### config.mk
export PLATFORM = sky130hd
export DESIGN_NAME = host_rd_cred_sched
export DESIGN_NICKNAME = d
export VERILOG_FILES = /design/src/rtl/host_rd_cred_sched.sv
export SDC_FILE = /design/constraint.sdc
export NUM_CORES = 1
export LEC_CHECK = 0
export ABC_AREA = 0
export BUFFER_PORTS_ARGS = -buffer_cell sky130_fd_sc_hd__buf_2
export CORE_AREA = 4 4 171 173
export DETAILED_ROUTE_END_ITERATION = 7
export DIE_AREA = 0 0 175 177
export HOLD_SLACK_MARGIN = 0.03
export PLACE_DENSITY_LB_ADDON = 0.3
export SYNTH_ARGS = -nofsm -noshare
export SYNTH_HDL_FRONTEND = slang
export SYNTH_SLANG_ARGS = --single-unit
### constraint.sdc
create_clock -name aclk -period 8 [get_ports aclk]
set_clock_uncertainty 0.2 [all_clocks]
set_input_delay 0.4 -clock aclk [delete_from_list [all_inputs] [get_ports aclk]]
set_output_delay 0.4 -clock aclk [all_outputs]
set_load 0.02 [all_outputs]
### src/rtl/host_rd_cred_sched.sv
// Credit-based round-robin scheduler for host read requests from N_DESTS destinations.
// A request is granted only when its whole beat count fits in that destination's credits.
module host_rd_cred_sched #(
  parameter int unsigned N_DESTS    = 4,
  parameter int unsigned CRED_BEATS = 32,
  parameter int unsigned LEN_BITS   = 28,
  parameter int unsigned VADDR_BITS = 48,
  localparam int unsigned CW = $clog2(CRED_BEATS + 1),
  localparam int unsigned BW = LEN_BITS - 5,
  localparam int unsigned DW = (N_DESTS > 1) ? $clog2(N_DESTS) : 1
) (
  input  logic                           aclk,
  input  logic                           aresetn,
  input  logic [N_DESTS-1:0]             s_req_valid,
  output logic [N_DESTS-1:0]             s_req_ready,
  input  logic [N_DESTS*VADDR_BITS-1:0]  s_req_vaddr,
  input  logic [N_DESTS*LEN_BITS-1:0]    s_req_len,
  output logic                           m_req_valid,
  input  logic                           m_req_ready,
  output logic [VADDR_BITS-1:0]          m_req_vaddr,
  output logic [LEN_BITS-1:0]            m_req_len,
  output logic                           m_mux_valid,
  input  logic                           m_mux_ready,
  output logic [DW-1:0]                  m_mux_dest,
  output logic [BW-1:0]                  m_mux_beats,
  input  logic [N_DESTS-1:0]             xfer,
  output logic [N_DESTS*CW-1:0]          cred,
  output logic                           err
);

  localparam int unsigned CMPW = (BW > CW) ? BW : CW;

  typedef enum logic {ST_IDLE, ST_ISSUE} state_t;

  state_t                r_state, w_state_nxt;
  logic [CW-1:0]         r_cred [N_DESTS];
  logic [CW-1:0]         w_cred_nxt [N_DESTS];
  logic [BW-1:0]         w_beats [N_DESTS];
  logic [VADDR_BITS-1:0] w_vaddr [N_DESTS];
  logic [LEN_BITS-1:0]   w_len [N_DESTS];
  logic [N_DESTS-1:0]    w_cand, w_over, w_ovf;
  logic [DW-1:0]         r_ptr, w_win, w_lo, w_hi, w_ptr_nxt;
  logic                  w_any, w_hi_vld, w_grant, w_issue;
  logic                  r_req_valid, r_mux_valid, r_err;
  logic [VADDR_BITS-1:0] r_vaddr;
  logic [LEN_BITS-1:0]   r_len;
  logic [DW-1:0]         r_dest;
  logic [BW-1:0]         r_beats;

  // Per-destination beat count, candidacy and credit next-state
  for (genvar g = 0; g < N_DESTS; g++) begin : g_dest
    logic [CW:0]   w_sum;
    logic [CW-1:0] w_sat;
    logic [CW-1:0] w_debit;

    assign w_vaddr[g] = s_req_vaddr[g*VADDR_BITS +: VADDR_BITS];
    assign w_len[g]   = s_req_len[g*LEN_BITS +: LEN_BITS];
    assign w_beats[g] = BW'(w_len[g][LEN_BITS-1:6]) + BW'(|w_len[g][5:0]);
    assign w_over[g]  = CMPW'(w_beats[g]) > CMPW'(CRED_BEATS);
    // Oversize requests compete so they can be drained and flagged
    assign w_cand[g]  = s_req_valid[g] &
                        (w_over[g] | (CMPW'(w_beats[g]) <= CMPW'(r_cred[g])));

    assign w_sum      = {1'b0, r_cred[g]} + (CW+1)'(xfer[g]);
    assign w_ovf[g]   = w_sum > (CW+1)'(CRED_BEATS);
    assign w_sat      = w_ovf[g] ? CW'(CRED_BEATS) : w_sum[CW-1:0];
    assign w_debit    = (w_issue && (w_win == DW'(g))) ? CW'(w_beats[g]) : '0;
    assign w_cred_nxt[g] = w_sat - w_debit;

    assign cred[g*CW +: CW] = r_cred[g];
  end

  // Round-robin pick: lowest candidate at/after the pointer, else lowest overall
  always_comb begin
    w_any    = 1'b0;
    w_hi_vld = 1'b0;
    w_lo     = '0;
    w_hi     = '0;
    for (int i = N_DESTS - 1; i >= 0; i--) begin
      if (w_cand[i]) begin
        w_any = 1'b1;
        w_lo  = DW'(i);
        if (DW'(i) >= r_ptr) begin
          w_hi_vld = 1'b1;
          w_hi     = DW'(i);
        end
      end
    end
    w_win     = w_hi_vld ? w_hi : w_lo;
    w_ptr_nxt = (w_win == DW'(N_DESTS - 1)) ? '0 : w_win + 1'b1;
  end

  always_comb begin
    w_state_nxt = r_state;
    w_grant     = 1'b0;
    s_req_ready = '0;
    case (r_state)
      ST_IDLE: begin
        if (w_any) begin
          w_grant            = 1'b1;
          s_req_ready[w_win] = 1'b1;
          if (!w_over[w_win]) w_state_nxt = ST_ISSUE;
        end
      end
      ST_ISSUE: begin
        if ((!r_req_valid || m_req_ready) && (!r_mux_valid || m_mux_ready))
          w_state_nxt = ST_IDLE;
      end
      default: w_state_nxt = ST_IDLE;
    endcase
  end

  assign w_issue = w_grant & ~w_over[w_win];

  always_ff @(posedge aclk or negedge aresetn) begin
    if (!aresetn) r_state <= ST_IDLE;
    else          r_state <= w_state_nxt;
  end

  always_ff @(posedge aclk or negedge aresetn) begin
    if (!aresetn) begin
      r_req_valid <= 1'b0;
      r_mux_valid <= 1'b0;
      r_vaddr     <= '0;
      r_len       <= '0;
      r_dest      <= '0;
      r_beats     <= '0;
      r_ptr       <= '0;
      r_err       <= 1'b0;
      for (int i = 0; i < N_DESTS; i++) r_cred[i] <= CW'(CRED_BEATS);
    end else begin
      if (w_issue) begin
        r_req_valid <= 1'b1;
        r_mux_valid <= 1'b1;
        r_vaddr     <= w_vaddr[w_win];
        r_len       <= w_len[w_win];
        r_dest      <= w_win;
        r_beats     <= w_beats[w_win];
      end else begin
        if (r_req_valid && m_req_ready) r_req_valid <= 1'b0;
        if (r_mux_valid && m_mux_ready) r_mux_valid <= 1'b0;
      end
      if (w_grant) r_ptr <= w_ptr_nxt;
      if ((w_grant && w_over[w_win]) || (|w_ovf)) r_err <= 1'b1;
      for (int i = 0; i < N_DESTS; i++) r_cred[i] <= w_cred_nxt[i];
    end
  end

  assign m_req_valid = r_req_valid;
  assign m_req_vaddr = r_vaddr;
  assign m_req_len   = r_len;
  assign m_mux_valid = r_mux_valid;
  assign m_mux_dest  = r_dest;
  assign m_mux_beats = r_beats;
  assign err         = r_err;

endmodule

# [Word-level counts from Yosys, hierarchy flattened]
# Index checks and enable logic that the tools add are counted.
[word_totals] latch_bits=0 mem_bits_rw=0 n_memories=0 reg_bits=131 romBits=0 out_inout_bits=132
[classes] order_cmp=19 n_bitwise=12 add_sub_neg=13 eq_ne=3 shifts=0 n_div=0 reduce_logical=22 multipliers=0 mux=59
[op_table] operator="48-bit binary-select mux with 2-bit select" count=1
[op_table] operator="48-bit 2-to-1 mux" count=2
[op_table] operator="22-bit by 1-bit adder with 23-bit output" count=4
[op_table] operator="23-bit by 6-bit greater-than comparator with 1-bit output (second input constant)" count=4
[op_table] operator="23-bit by 6-bit <= comparator with 1-bit output" count=4
[op_table] operator="28-bit binary-select mux with 2-bit select" count=1
[op_table] operator="28-bit 2-to-1 mux" count=2
[op_table] operator="6-bit 2-to-1 mux" count=8
[op_table] operator="23-bit binary-select mux with 2-bit select" count=1
[op_table] operator="23-bit 2-to-1 mux" count=2
[op_table] operator="6-bit by 1-bit adder with 7-bit output" count=4
[op_table] operator="7-bit by 6-bit greater-than comparator with 1-bit output (second input constant)" count=4
[op_table] operator="2-bit 2-to-1 mux" count=14
[op_table] operator="6-bit OR reduction" count=4
[op_table] operator="6-bit subtractor" count=4
[op_table] operator="1-bit 2-to-1 mux" count=23
[op_table] operator="1-bit logical AND" count=9
[op_table] operator="4-bit 2-to-1 mux" count=2
[op_table] operator="1-bit AND" count=5
[op_table] operator="2-bit equality test (second input constant)" count=2
[op_table] operator="1-bit by 2-bit greater-or-equal comparator with 1-bit output (first input constant)" count=2
[op_table] operator="2-bit greater-or-equal comparator (first input constant)" count=2
[op_table] operator="1-bit bitwise OR" count=4
[op_table] operator="2-bit nonzero test" count=2
[op_table] operator="other kinds (14)" count=18

# [Longest topological paths before layout]
[logic_depth] depth_word=20 depth_mapped=32

# [Worst setup path before layout]
# Ideal clock, no wire load.
[synth_path] kind="input to register" startpoint="input s_req_len[86]" endpoint="register r_cred, in the netlist cred[11]" slack_ps=1832 path_stages=28 setup_time_ps=75 n_path_buf=5 arrival_ps=5892 path_cell_list="nor4_1 nand2_1 ha_1 ha_1 clkbuf_1 xor2_1 or3_1 or3_1 a22o_1 a2111oi_2 a41oi_1 a31o_2 and2_1 buf_4 inv_6 buf_2 buf_2 ha_1 and2_1 clkbuf_1 nand3_1 ha_1 a21o_1 a21o_1 a21o_1 a21oi_1 xor2_1 xnor2_1"
[synth_rtl] item="start, declared" line_no="17" rtl="input logic [N_DESTS*LEN_BITS-1:0] s_req_len,"
[synth_rtl] item="end, declared" line_no="36" rtl="logic [CW-1:0] r_cred [N_DESTS];"

==> summary.txt <==
max_slew headroom -> 0.180
PwrDens -> 238 mW/mm2
R2R setup slack -> 1990 ps
vias per std cell -> 5.80
Final HPWL DP -> 33.6 mm
die area -> 0.0310 mm2
vias in the first global route -> 11500
Post-synth ARST share -> 1.00
H-tree depth -> 4
final slew viol count -> 0
Die W -> 175 um
sequential element share of the synthesized area -> 0.298
CTS tree -> built
I/O pin count -> 448
hold depth -> 4
# rows -> 61
Final Cycle Share -> 0.896
Syn Nets -> 1677
drt first pass iters -> 5
Cell Area, Synth -> 0.0110 mm2
share of cells above drive strength 1 -> 0.327
FF-to-FF path depth -> 23
Synth Warn # -> 0
DR vias -> 12100
Netlist cell types -> 77
Data required, critical path -> 8140 ps
CTS Buf Count -> 17
clk_lat worst skew -> 420 ps
crit end category -> flip-flop
die height -> 177 um
Tmin final -> 7170 ps
total gr overflow -> 0
worst hold path class -> in -> reg
initial core utilization -> 0.399
Max VDD drop -> 0.124 mV
final hold violation count -> 0
cell area after layout -> 0.0141 mm2
share of the synthesized area in the top cell type -> 0.289
most common cell after layout, fill and taps aside -> buf_2
Peak Freq -> 140 MHz
clk buf depth -> 2
clk sinks -> 131
Fin Hold WS -> 197 ps
final setup vio count -> 0
RSZ-0062 raised after global routing -> false
Mapped Cells -> 1292
Static Leakage -> 7.07 nW
initial antenna violation count -> 7
setup TNS -> 0 ps
first-pass GRT wire length -> 64.8 mm
area grow syn2layout -> 27.9%
CP arrival -> 7310 ps
biggest area consumer among synthesized cells -> dfrtp_1
PostCTS Resize Cnt -> 0
most frequent cells in the layout -> buf_2, nand2_1, dfrtp_1
Startpoint Class -> input pin
detailed router's first-iteration violation count -> 1075
Post-synth EDFFs -> 0
largest net degree at the start of global routing -> 112
Synth Area per Inst -> 8.53 um2
top_reg_cell synth -> dfrtp_1
fin worst setup slack -> 832 ps
Port Buf Inserts -> 447
Final #Nets -> 2075
status -> finished, final reports clean
max-cap viol count -> 0
Post-CTS Setup Bufs -> 0
clock-pin transition on the worst setup and hold timing paths -> 70 ps
Fillers -> 2728
Placement Setup Slack -> 561 ps
Slew @ Worst Pin -> 1230 ps
WL per Instance -> 20.7 um
gr usage total -> 0.264
critical path class -> in -> reg
DRT Wirelength -> 43.2 mm
post-route ant nets -> 0
synth top area cells -> dfrtp_1, ha_1, nand2_1
placed cell areas -> 0.0135 mm2
Power, Total -> 3.35 mW
DRC errors left -> 0
#FFs+latches synth -> 131
CORE AREA -> 0.0276 mm2
CP Max Fanout -> 111
root buf cell -> clkbuf_16
gpl congestion -> 0.958
[registers in the layout, summed over array words and instances, names as in the netlist, 2 cells and up]
register     cells
cred            24
m_mux_beats     23
m_mux_dest       2
m_req_len       28
m_req_vaddr     48
r_ptr            2
[logic make-up (layout without fill, tap and decap cells)]
logic type | Yosys count | in the layout | synth area share
fa+ha+maj | 69 | 69 | 0.0811
xor+xnor | 54 | 54 | 0.0429
flops | 131 | 131 | 0.298
other cells | 0 | 7 | 0
simple gates | 520 | 520 | 0.241
mux | 108 | 108 | 0.107
buf+inv | 138 | 549 | 0.0535
compound gates | 272 | 272 | 0.177
[per-stage QoR]
step | instances | util
finish | 2088 | 0.510
global route | 2086 | 0.510
detailed placement | 2046 | 0.488
global placement | 2046 | 0.488
CTS | 2081 | 0.509
floorplan | 1292 | -
[metal layers]
layer  GRT usage  up-vias  routed length [um]  part of all wire
met1       0.355     5799               18200              0.42
met3      0.0694       67                3970             0.092
met5           0        -                   0                 0
met2       0.419      592               20000              0.46
met4      0.0789        0                1100             0.025
li1            -     5645                   -                 -
[power by group]
part | switching [mW] | leakage [nW] | internal [mW] | total, mW
clock network | 0.357 | 0.280 | 0.412 | 0.769
registers | 0.0869 | 1.79 | 0.735 | 0.822
logic | 1.08 | 5.01 | 0.681 | 1.76
[worst max-delay path, stage by stage]
cell,delay [ps]
buf_2,110
nor4_1,540
nand2_1,200
ha_1,310
ha_1,310
xor2_1,320
ha_1,320
a21oi_1,130
o21ai_0,100
a221oi_1,320
a41oi_1,90
a41oi_1,410
a31o_4,160
buf_4,870
and3_1,350
nor3_1,70
a21oi_1,530
buf_4,330
and3_1,200
ha_1,200
inv_1,50
a21o_1,170
a21oi_1,220
o21bai_1,90
a21oi_1,180
xor2_1,190
xnor2_1,130
[final cells by class]
type                    instances  area, um2  area share
diodes                          7       17.5     0.00124
repair buffers                460       2360       0.168
multi-input cells            1023       7170       0.509
well taps                     378        473      0.0336
inverters                      57        221      0.0157
clock inverters                15        136     0.00968
clock buffers                  17        425      0.0302
flip-flops and latches        131       3280       0.233
[worst paths after layout]
check / start / endpoint
max reg2reg: cred[5]$_DFF_PN1_ / cred[23]$_DFF_PN1_
min reg2reg: m_mux_beats[15]$_DFFE_PN0N_ / m_mux_beats[15]$_DFFE_PN0N_
max: s_req_len[86] / cred[23]$_DFF_PN1_
max in group asynchronous: aresetn / m_mux_beats[1]$_DFFE_PN0N_
min in group asynchronous: aresetn / m_req_vaddr[3]$_DFFE_PN0N_
min: s_req_vaddr[88] / m_req_vaddr[40]$_DFFE_PN0N_
[Yosys cell counts (7+ instances only)]
library cell and n:
clkbuf_1 59, xor2_1 16, nor3_1 23, xnor2_1 38, nor2_1 47, mux2_1 24
nand4_1 36, mux2i_1 36, buf_2 11, and3_1 21, nor4_1 18, inv_1 55
a21o_1 19, mux2_2 47, and2_1 47, ha_1 65, o22ai_1 11, a21oi_1 32
or3_1 11, dfrtp_1 127, or4_1 7, nand3_1 111, o21ai_0 26, a31oi_1 65
nand2_1 161, a32oi_1 55
[what timing repair did]
| item | in CTS | in global routing |
|---|---|---|
| endpoints found under the hold margin | 71 | 0 |
| hold buffers | 3 | 0 |
| endpoints found under the setup margin | 0 | 0 |
Power figures use the tool's default switching activity.
